`src/rtl/ttseq_pkg.sv`:
```
// Shared state encoding and sizing constants for the truth-table sequencer.
package ttseq_pkg;
   localparam int MAX_N_IN = 6;
   localparam int SETTLE_W = 4;

   typedef enum logic [1:0] {
      IDLE   = 2'd0,
      APPLY  = 2'd1,
      SAMPLE = 2'd2,
      FINISH = 2'd3
   } state_t;
endpackage

```
`src/rtl/ttseq_vec_gen.sv`:
```
// Sweep index counter and index-to-vector mapping.
// Define TTSEQ_GRAY_EN to sweep in Gray-code order instead of plain binary.
module ttseq_vec_gen
   import ttseq_pkg::*;
#(
   parameter int N_IN = 4
) (
   input  logic            clk,
   input  logic            reset,
   input  logic            clear,
   input  logic            advance,
   output logic [N_IN:0]   index,
   output logic [N_IN-1:0] vec,
   output logic            last
);
   localparam logic [N_IN:0] LAST_IDX = (N_IN+1)'((1 << N_IN) - 1);

   logic [N_IN:0] r_index;

   always_ff @(posedge clk) begin
      if (reset || clear) begin
         r_index <= '0;
      end else if (advance) begin
         r_index <= r_index + 1'b1;
      end
   end

   assign index = r_index;
`ifdef TTSEQ_GRAY_EN
   assign vec   = r_index[N_IN-1:0] ^ (r_index[N_IN-1:0] >> 1);
`else
   assign vec   = r_index[N_IN-1:0];
`endif
   assign last  = (r_index == LAST_IDX);
endmodule

```
`src/rtl/truth_table_sequencer.sv`:
```
// Sweeps all 2^N_IN input vectors into a combinational DUT and checks its output
// against EXPECTED. Vector ordering is selected by TTSEQ_GRAY_EN (see ttseq_vec_gen).
module truth_table_sequencer
   import ttseq_pkg::*;
#(
   parameter int                    N_IN     = 4,
   parameter logic [(2**N_IN)-1:0]  EXPECTED = '0,
   parameter int                    SETTLE   = 1
) (
   input  logic            clk,
   input  logic            reset,
   input  logic            start,
   output logic [N_IN-1:0] vec_out,
   input  logic            dut_y,
   output logic            busy,
   output logic            step_valid,
   output logic            step_ok,
   output logic            done,
   output logic            pass,
   output logic [N_IN:0]   err_count,
   output logic [N_IN-1:0] first_err_idx
);
   localparam logic [SETTLE_W-1:0] SETTLE_LOAD = SETTLE_W'(SETTLE - 1);

   state_t                r_state;
   logic [SETTLE_W-1:0]   r_settle;
   logic                  r_busy;
   logic                  r_step_valid;
   logic                  r_done;
   logic                  r_pass;
   logic [N_IN:0]         r_err_count;
   logic [N_IN-1:0]       r_first_err_idx;

   logic                  w_clear;
   logic                  w_advance;
   logic                  w_last;
   logic                  w_match;
   logic [N_IN:0]         w_index;
   logic [N_IN-1:0]       w_vec;

   ttseq_vec_gen #(.N_IN(N_IN)) u_vec_gen (
      .clk     (clk),
      .reset   (reset),
      .clear   (w_clear),
      .advance (w_advance),
      .index   (w_index),
      .vec     (w_vec),
      .last    (w_last)
   );

   assign w_clear   = (r_state == IDLE) && start;
   // The all-ones guard only stops the counter from ever rolling over.
   assign w_advance = (r_state == SAMPLE) && !w_last && (w_index != '1);
   // Lookup by vector, so Gray order checks the table entry actually applied.
   assign w_match   = (dut_y == EXPECTED[w_vec]);

   always_ff @(posedge clk) begin
      if (reset) begin
         r_state         <= IDLE;
         r_settle        <= '0;
         r_busy          <= 1'b0;
         r_step_valid    <= 1'b0;
         r_done          <= 1'b0;
         r_pass          <= 1'b0;
         r_err_count     <= '0;
         r_first_err_idx <= '0;
      end else begin
         r_step_valid <= 1'b0;
         r_done       <= 1'b0;
         case (r_state)
            IDLE: begin
               if (start) begin
                  r_state         <= APPLY;
                  r_settle        <= SETTLE_LOAD;
                  r_busy          <= 1'b1;
                  r_pass          <= 1'b0;
                  r_err_count     <= '0;
                  r_first_err_idx <= '0;
               end
            end
            APPLY: begin
               if (r_settle == '0) begin
                  r_state      <= SAMPLE;
                  r_step_valid <= 1'b1;
               end else begin
                  r_settle <= r_settle - 1'b1;
               end
            end
            SAMPLE: begin
               if (!w_match) begin
                  r_err_count <= r_err_count + 1'b1;
                  if (r_err_count == '0) begin
                     r_first_err_idx <= w_vec;
                  end
               end
               if (w_last) begin
                  r_state <= FINISH;
                  r_done  <= 1'b1;
                  r_pass  <= (r_err_count == '0) && w_match;
               end else begin
                  r_state  <= APPLY;
                  r_settle <= SETTLE_LOAD;
               end
            end
            FINISH: begin
               r_state <= IDLE;
               r_busy  <= 1'b0;
            end
            default: r_state <= IDLE;
         endcase
      end
   end

   assign vec_out       = w_vec;
   assign busy          = r_busy;
   assign step_valid    = r_step_valid;
   assign step_ok       = r_step_valid && w_match;
   assign done          = r_done;
   assign pass          = r_pass;
   assign err_count     = r_err_count;
   assign first_err_idx = r_first_err_idx;
endmodule

```
`config.mk`:
```
export PLATFORM = sky130hd
export DESIGN_NAME = truth_table_sequencer
export DESIGN_NICKNAME = d
export VERILOG_FILES = /design/src/rtl/ttseq_pkg.sv /design/src/rtl/ttseq_vec_gen.sv /design/src/rtl/truth_table_sequencer.sv
export SDC_FILE = /design/constraint.sdc
export NUM_CORES = 1
export LEC_CHECK = 0
export CORE_ASPECT_RATIO = 1.25
export CORE_MARGIN = 2
export CORE_UTILIZATION = 54
export DETAILED_ROUTE_END_ITERATION = 7
export PLACE_DENSITY = 0.85
export REMOVE_ABC_BUFFERS = 1
export SLEW_MARGIN = 20
export SYNTH_ARGS = -nofsm -noshare
export SYNTH_HDL_FRONTEND = slang
export SYNTH_SLANG_ARGS = --single-unit
```
`constraint.sdc`:
```
create_clock -name clk -period 5.2 [get_ports clk]
set_input_delay 1.04 -clock clk [delete_from_list [all_inputs] [get_ports clk]]
set_output_delay 1.04 -clock clk [all_outputs]
set_load 0.01 [all_outputs]
```
-- Word-level counts from Yosys, hierarchy flattened
Memories as Yosys holds them, arrays and structs flattened. A register that Yosys moved wholly into a read port is not among the register bits.
Cells that the tools add are included.
- memories kept: 1
- word-level logic and storage cells: 74
- ROM bits: 16
- register bits after elaboration: 24
- input port bits: 4
- output and inout bits: 18
- memory list (memory ; depth ; width ; rd ports ; clocked after memory_dff ; wr ports ; line ; RTL):
    (no name shown) ; 16 ; 1 ; 1 ; 1 ; 0 ; truth_table_sequencer.sv:55 ; assign w_match = (dut_y == EXPECTED[w_vec]);
- muxes and demuxes: 24
- $lt $le $gt $ge: 1
- bitwise gates (word level): 2
- reductions and logical operators: 21
- eq/ne operators: 13
- add/sub/neg operators: 3
- operators by type and width (kind ; count):
    two-way mux 4 bit ; 7
    != test 2 bit (second input constant) ; 6
    case mux 4 bit (3 select lines) ; 1
    adder 5 x 1 -> 5 bit (second input constant) ; 2
    two-way mux 5 bit ; 2
    case mux 5 bit (2 select lines) ; 1
    case mux 2 bit (4 select lines) ; 1
    case mux 4 bit (2 select lines) ; 1
    AND reduction 4 bit ; 2
    two-way mux 1 bit ; 6
    two-way mux 2 bit ; 3
    AND reduction 3 bit ; 2
    equality test 5 x 4 -> 1 bit (second input constant) ; 1
    logical AND 1 bit ; 5
    logical NOT 5 bit ; 1
    less-than comparator 4 x 5 -> 1 bit (second input constant) ; 1
    != test 5 bit (second input constant) ; 1
    equality test 2 bit (second input constant) ; 2
    logical NOT 4 bit ; 1
    case mux 1 bit (2 select lines) ; 2
    AND reduction 2 bit ; 2
    nonzero test 2 bit ; 2
    OR reduction 2 bit ; 2
    subtractor 4 x 1 -> 4 bit (second input constant) ; 1
    other kinds (8) ; 9

-- Depth between registers and ports, before layout
- depth after elaboration: 6
- mapped depth: 7
- depth with buffers taken out: 7

-- Cells and area by module
A second synthesis with hierarchy kept.
- cells, all modules: 132
- area, all modules: 1252.5 um^2
- by module, submodules not included (module ; instances ; area an instance (um^2) ; seq. area each (um^2) ; cells each):
    truth_table_sequencer ; 1 ; 964.7 ; 380.4 ; 104
    ttseq_vec_gen ; 1 ; 287.8 ; 100.1 ; 28

-- Worst setup path before layout
Ideal clock, no wire load.
- kind: input-to-output
- from: input port dut_y
- to: output port step_ok
- required time: 4.160 ns
- data arrival time: 1.218 ns
- slack: 2.942 ns
- buffers on the path: 0
- stages on the path: 1
- cells stage by stage: nor2b_1
- longest elaborated chain between the ends: 2
- RTL lines (item ; line ; RTL):
    start: declaration ; truth_table_sequencer.sv:14 ; input logic dut_y,
    equality test 1 bit ; truth_table_sequencer.sv:55 ;
    logical AND 1 bit ; truth_table_sequencer.sv:117 ; assign step_ok = r_step_valid && w_match;
    end: declaration ; truth_table_sequencer.sv:17 ; output logic step_ok,
Every way passes these cells.

-- Final worst setup path
Same ends and word-level chain as after synthesis.

==> run metrics <==
status finished clean; Residual DRC 0; Post-synth EDFFs 0; Max Cap Violations 0; top cell family by delay on the critical path buffers and inverters; hold_sp r_settle[3]$_SDFFE_PP0P_; compound-cell area share of the yosys netlist 14.1%; most numerous cell in the Yosys netlist dfxtp_1; worst setup path start dut_y; final setup vio count 0; VDD IR max 0.183 mV; # clock sinks 24; Synth warnings 0; deepest clock path buffer count 2; ys async rst share 0%; largest net degree at the start of global routing 19; DRT iter0 DRCs 8; Setup Skew 0.00616 ns; Syn Inst Count 122; Main synth FF type dfxtp_1; post-synth top area cell dfxtp_1; Placer Congestion 0.718; crit end category output pin; Tmin final 3.21 ns; type of the worst min-delay path register to register; Final Net Count 151; total die area 2560 um2; Via density 5.77; CP cell instances clkdlybuf4s50_1, nor2b_1, clkdlybuf4s50_1; slowest cell delay on critical path 0.54 ns; Comb power frac 9.6%; CTS tree built; chip width 45.6 um; core area 2000 um2; Worst Setup Slack, final 1.99 ns; DRT Pass-1 Iters 3; Setup TNS 0 ns; drt total wl 2230 um; NetSw 0.0000730 W; post-synthesis xor/xnor area fraction 3.74%; Tcrit/Tclk final 61.7%; worst-margin pin slew 0.680 ns; worst-skew pair later-pin latency 0.31 ns; Req. time, crit path 4.16 ns; Final Hold Fails 0; # diodes 0; achievable frequency 312 MHz; critical path arrival 2.17 ns; vias in the first global route 930; Setup CP Type input pin to output pin; largest family of logic cells by synthesized area simple AND/OR/NAND/NOR gates; total CTS buffers 3; Leak 0.489 nW; share of layout cells above drive strength 1 7.97%; power share of the clock group 26.4%; Die H 56.0 um; antenna violations before repair 0; Pwr Density 218 nW/um2; Mapped Area 1170 um2; Hold-fix buffers, CTS 0; initial core utilization 58.4%; Max FO, Critical Path 4; buffers added on ports 21; r2r setup slk 3.18 ns; CP max stage cell clkdlybuf4s50_1; Post-synth top cells dfxtp_1, nor2_1, a21oi_1, ha_1, buf_4; sequential-to-total area share from yosys stat 41.1%; H-tree levels 1; GRT Util Overall 20.8%; share of power burned in registers 64.0%; critical path's most frequent cell clkdlybuf4s50_1; clk root buf clkbuf_4; Simple-Gate Fraction of Synth Area 25.5%; DP Wirelength 1690 um; Vias 912; Worst R2R Start u_vec_gen.index[0]$_SDFFE_PP0P_; first-pass GRT wire length 4100 um; P_int 0.000227 W; Worst Path Buf+Inv 2; Yosys top cell area share 41.1%; Worst setup SP type input pin; Max-slew headroom 54.6%; routed length per instance 14.1 um; Clk pin slew, worst setup/hold paths 0.12 ns; Post-DRT Antenna Nets 0; Syn-to-layout area delta 17.5%; ranking of synthesized cells by area dfxtp_1, ha_1, nor2_1; post-synthesis adder-cell area fraction 7.49%; cell row count 18; Mean Syn Cell Area 9.59 um2; sw frac 24.3%; Synth Register Bits 24; post-CTS setup buffers 0; pre-CTS setup slack 1.99 ns; Ports 22; total grt overflow 0; Synth cell types 40; Slew Limit Fails 0; Resized Gates After CTS 0; mux share of post-synthesis cell area 1.71%; RSZ-0062 raised after global routing false
## through the flow
stage | total power (W) | cells | hold slack, ns | utilization [%] | area [um2]
after floorplan | 0.000213 | 114 | 0.447 | - | 1120
after global routing | 0.000312 | 158 | 0.516 | 68.6 | 1380
after global placement | 0.000224 | 155 | 0.457 | 67.5 | 1350
final | 0.000300 | 158 | 0.482 | 68.6 | 1380
after CTS | 0.000305 | 158 | 0.488 | 68.6 | 1380
after detailed placement | 0.000225 | 155 | 0.463 | 67.5 | 1350
## worst reg2reg max path: cells and delay by family, from the launching register on
kind | cells | cell delay (ns)
flops | 1 | 0.39
simple gates | 4 | 0.86
fa+ha+maj | 2 | 0.48
xor+xnor | 1 | 0.16
## per-layer routing
layer / track usage (%) / wire [um] / share of wire, %
met5: 0 / 0 / 0
met4: 6.30 / 35 / 1.6
met3: 3.57 / 69 / 3.1
met2: 34.4 / 1150 / 52
met1: 26.5 / 973 / 44
## flip-flops by register name (all words and copies together) (netlist names)
register	flops
err_count	5
u_vec_gen.index	5
first_err_idx	4
r_settle	4
r_state	2
busy	1
done	1
pass	1
step_valid	1
## logic make-up (layout without fill, tap and decap cells)
family,count (synthesis),count (layout)
compound gates,23,23
xor+xnor,5,5
fa+ha+maj,7,7
buf+inv,14,30
flops,24,24
mux,2,2
simple gates,47,47
## area by class of cell
type	instances	area, um2
Fill cell	153	629
Inverter	6	22.5
Multi-Input combinational cell	84	614
Clock buffer	3	22.5
Timing Repair Buffer	21	210
Sequential cell	24	480
Tap cell	20	25.0
## power groups by stage
stage	Combinational, W	Clock [W]	Sequential [W]
2_1_floorplan	0.0000166	0	0.000196
3_3_place_gp	0.0000280	0	0.000196
3_5_place_dp	0.0000290	0	0.000196
4_1_cts	0.0000291	0.0000832	0.000192
5_1_grt	0.0000321	0.0000865	0.000193
6_report	0.0000288	0.0000792	0.000192
## worst paths after layout
path                            depth (start not counted)                               to
worst max-delay path                                    3                          step_ok
worst max register to register                          7  u_vec_gen.index[3]$_SDFFE_PP0P_
worst min-delay path                                    1         r_settle[3]$_SDFFE_PP0P_
worst min register to register                          1         r_settle[3]$_SDFFE_PP0P_
## cell usage in the layout (no fill, tap or decap), types with 2 or more instances in the layout
cell type	Yosys	final
and3_1	2	2
a21oi_1	7	7
clkdlybuf4s50_1	0	21
nand4_1	3	3
nand2b_1	4	4
nand2_1	4	4
nor2_1	13	13
ha_1	7	7
xnor2_1	3	3
a32o_1	4	4
clkbuf_4	0	3
nor3_1	2	2
nand3_1	4	4
inv_1	5	5
dfxtp_1	24	24
mux2i_1	2	2
xor2_1	2	2
o21ai_0	4	4
or4_1	2	2
nor3b_1	2	2
(Power assumes the default switching activity.)
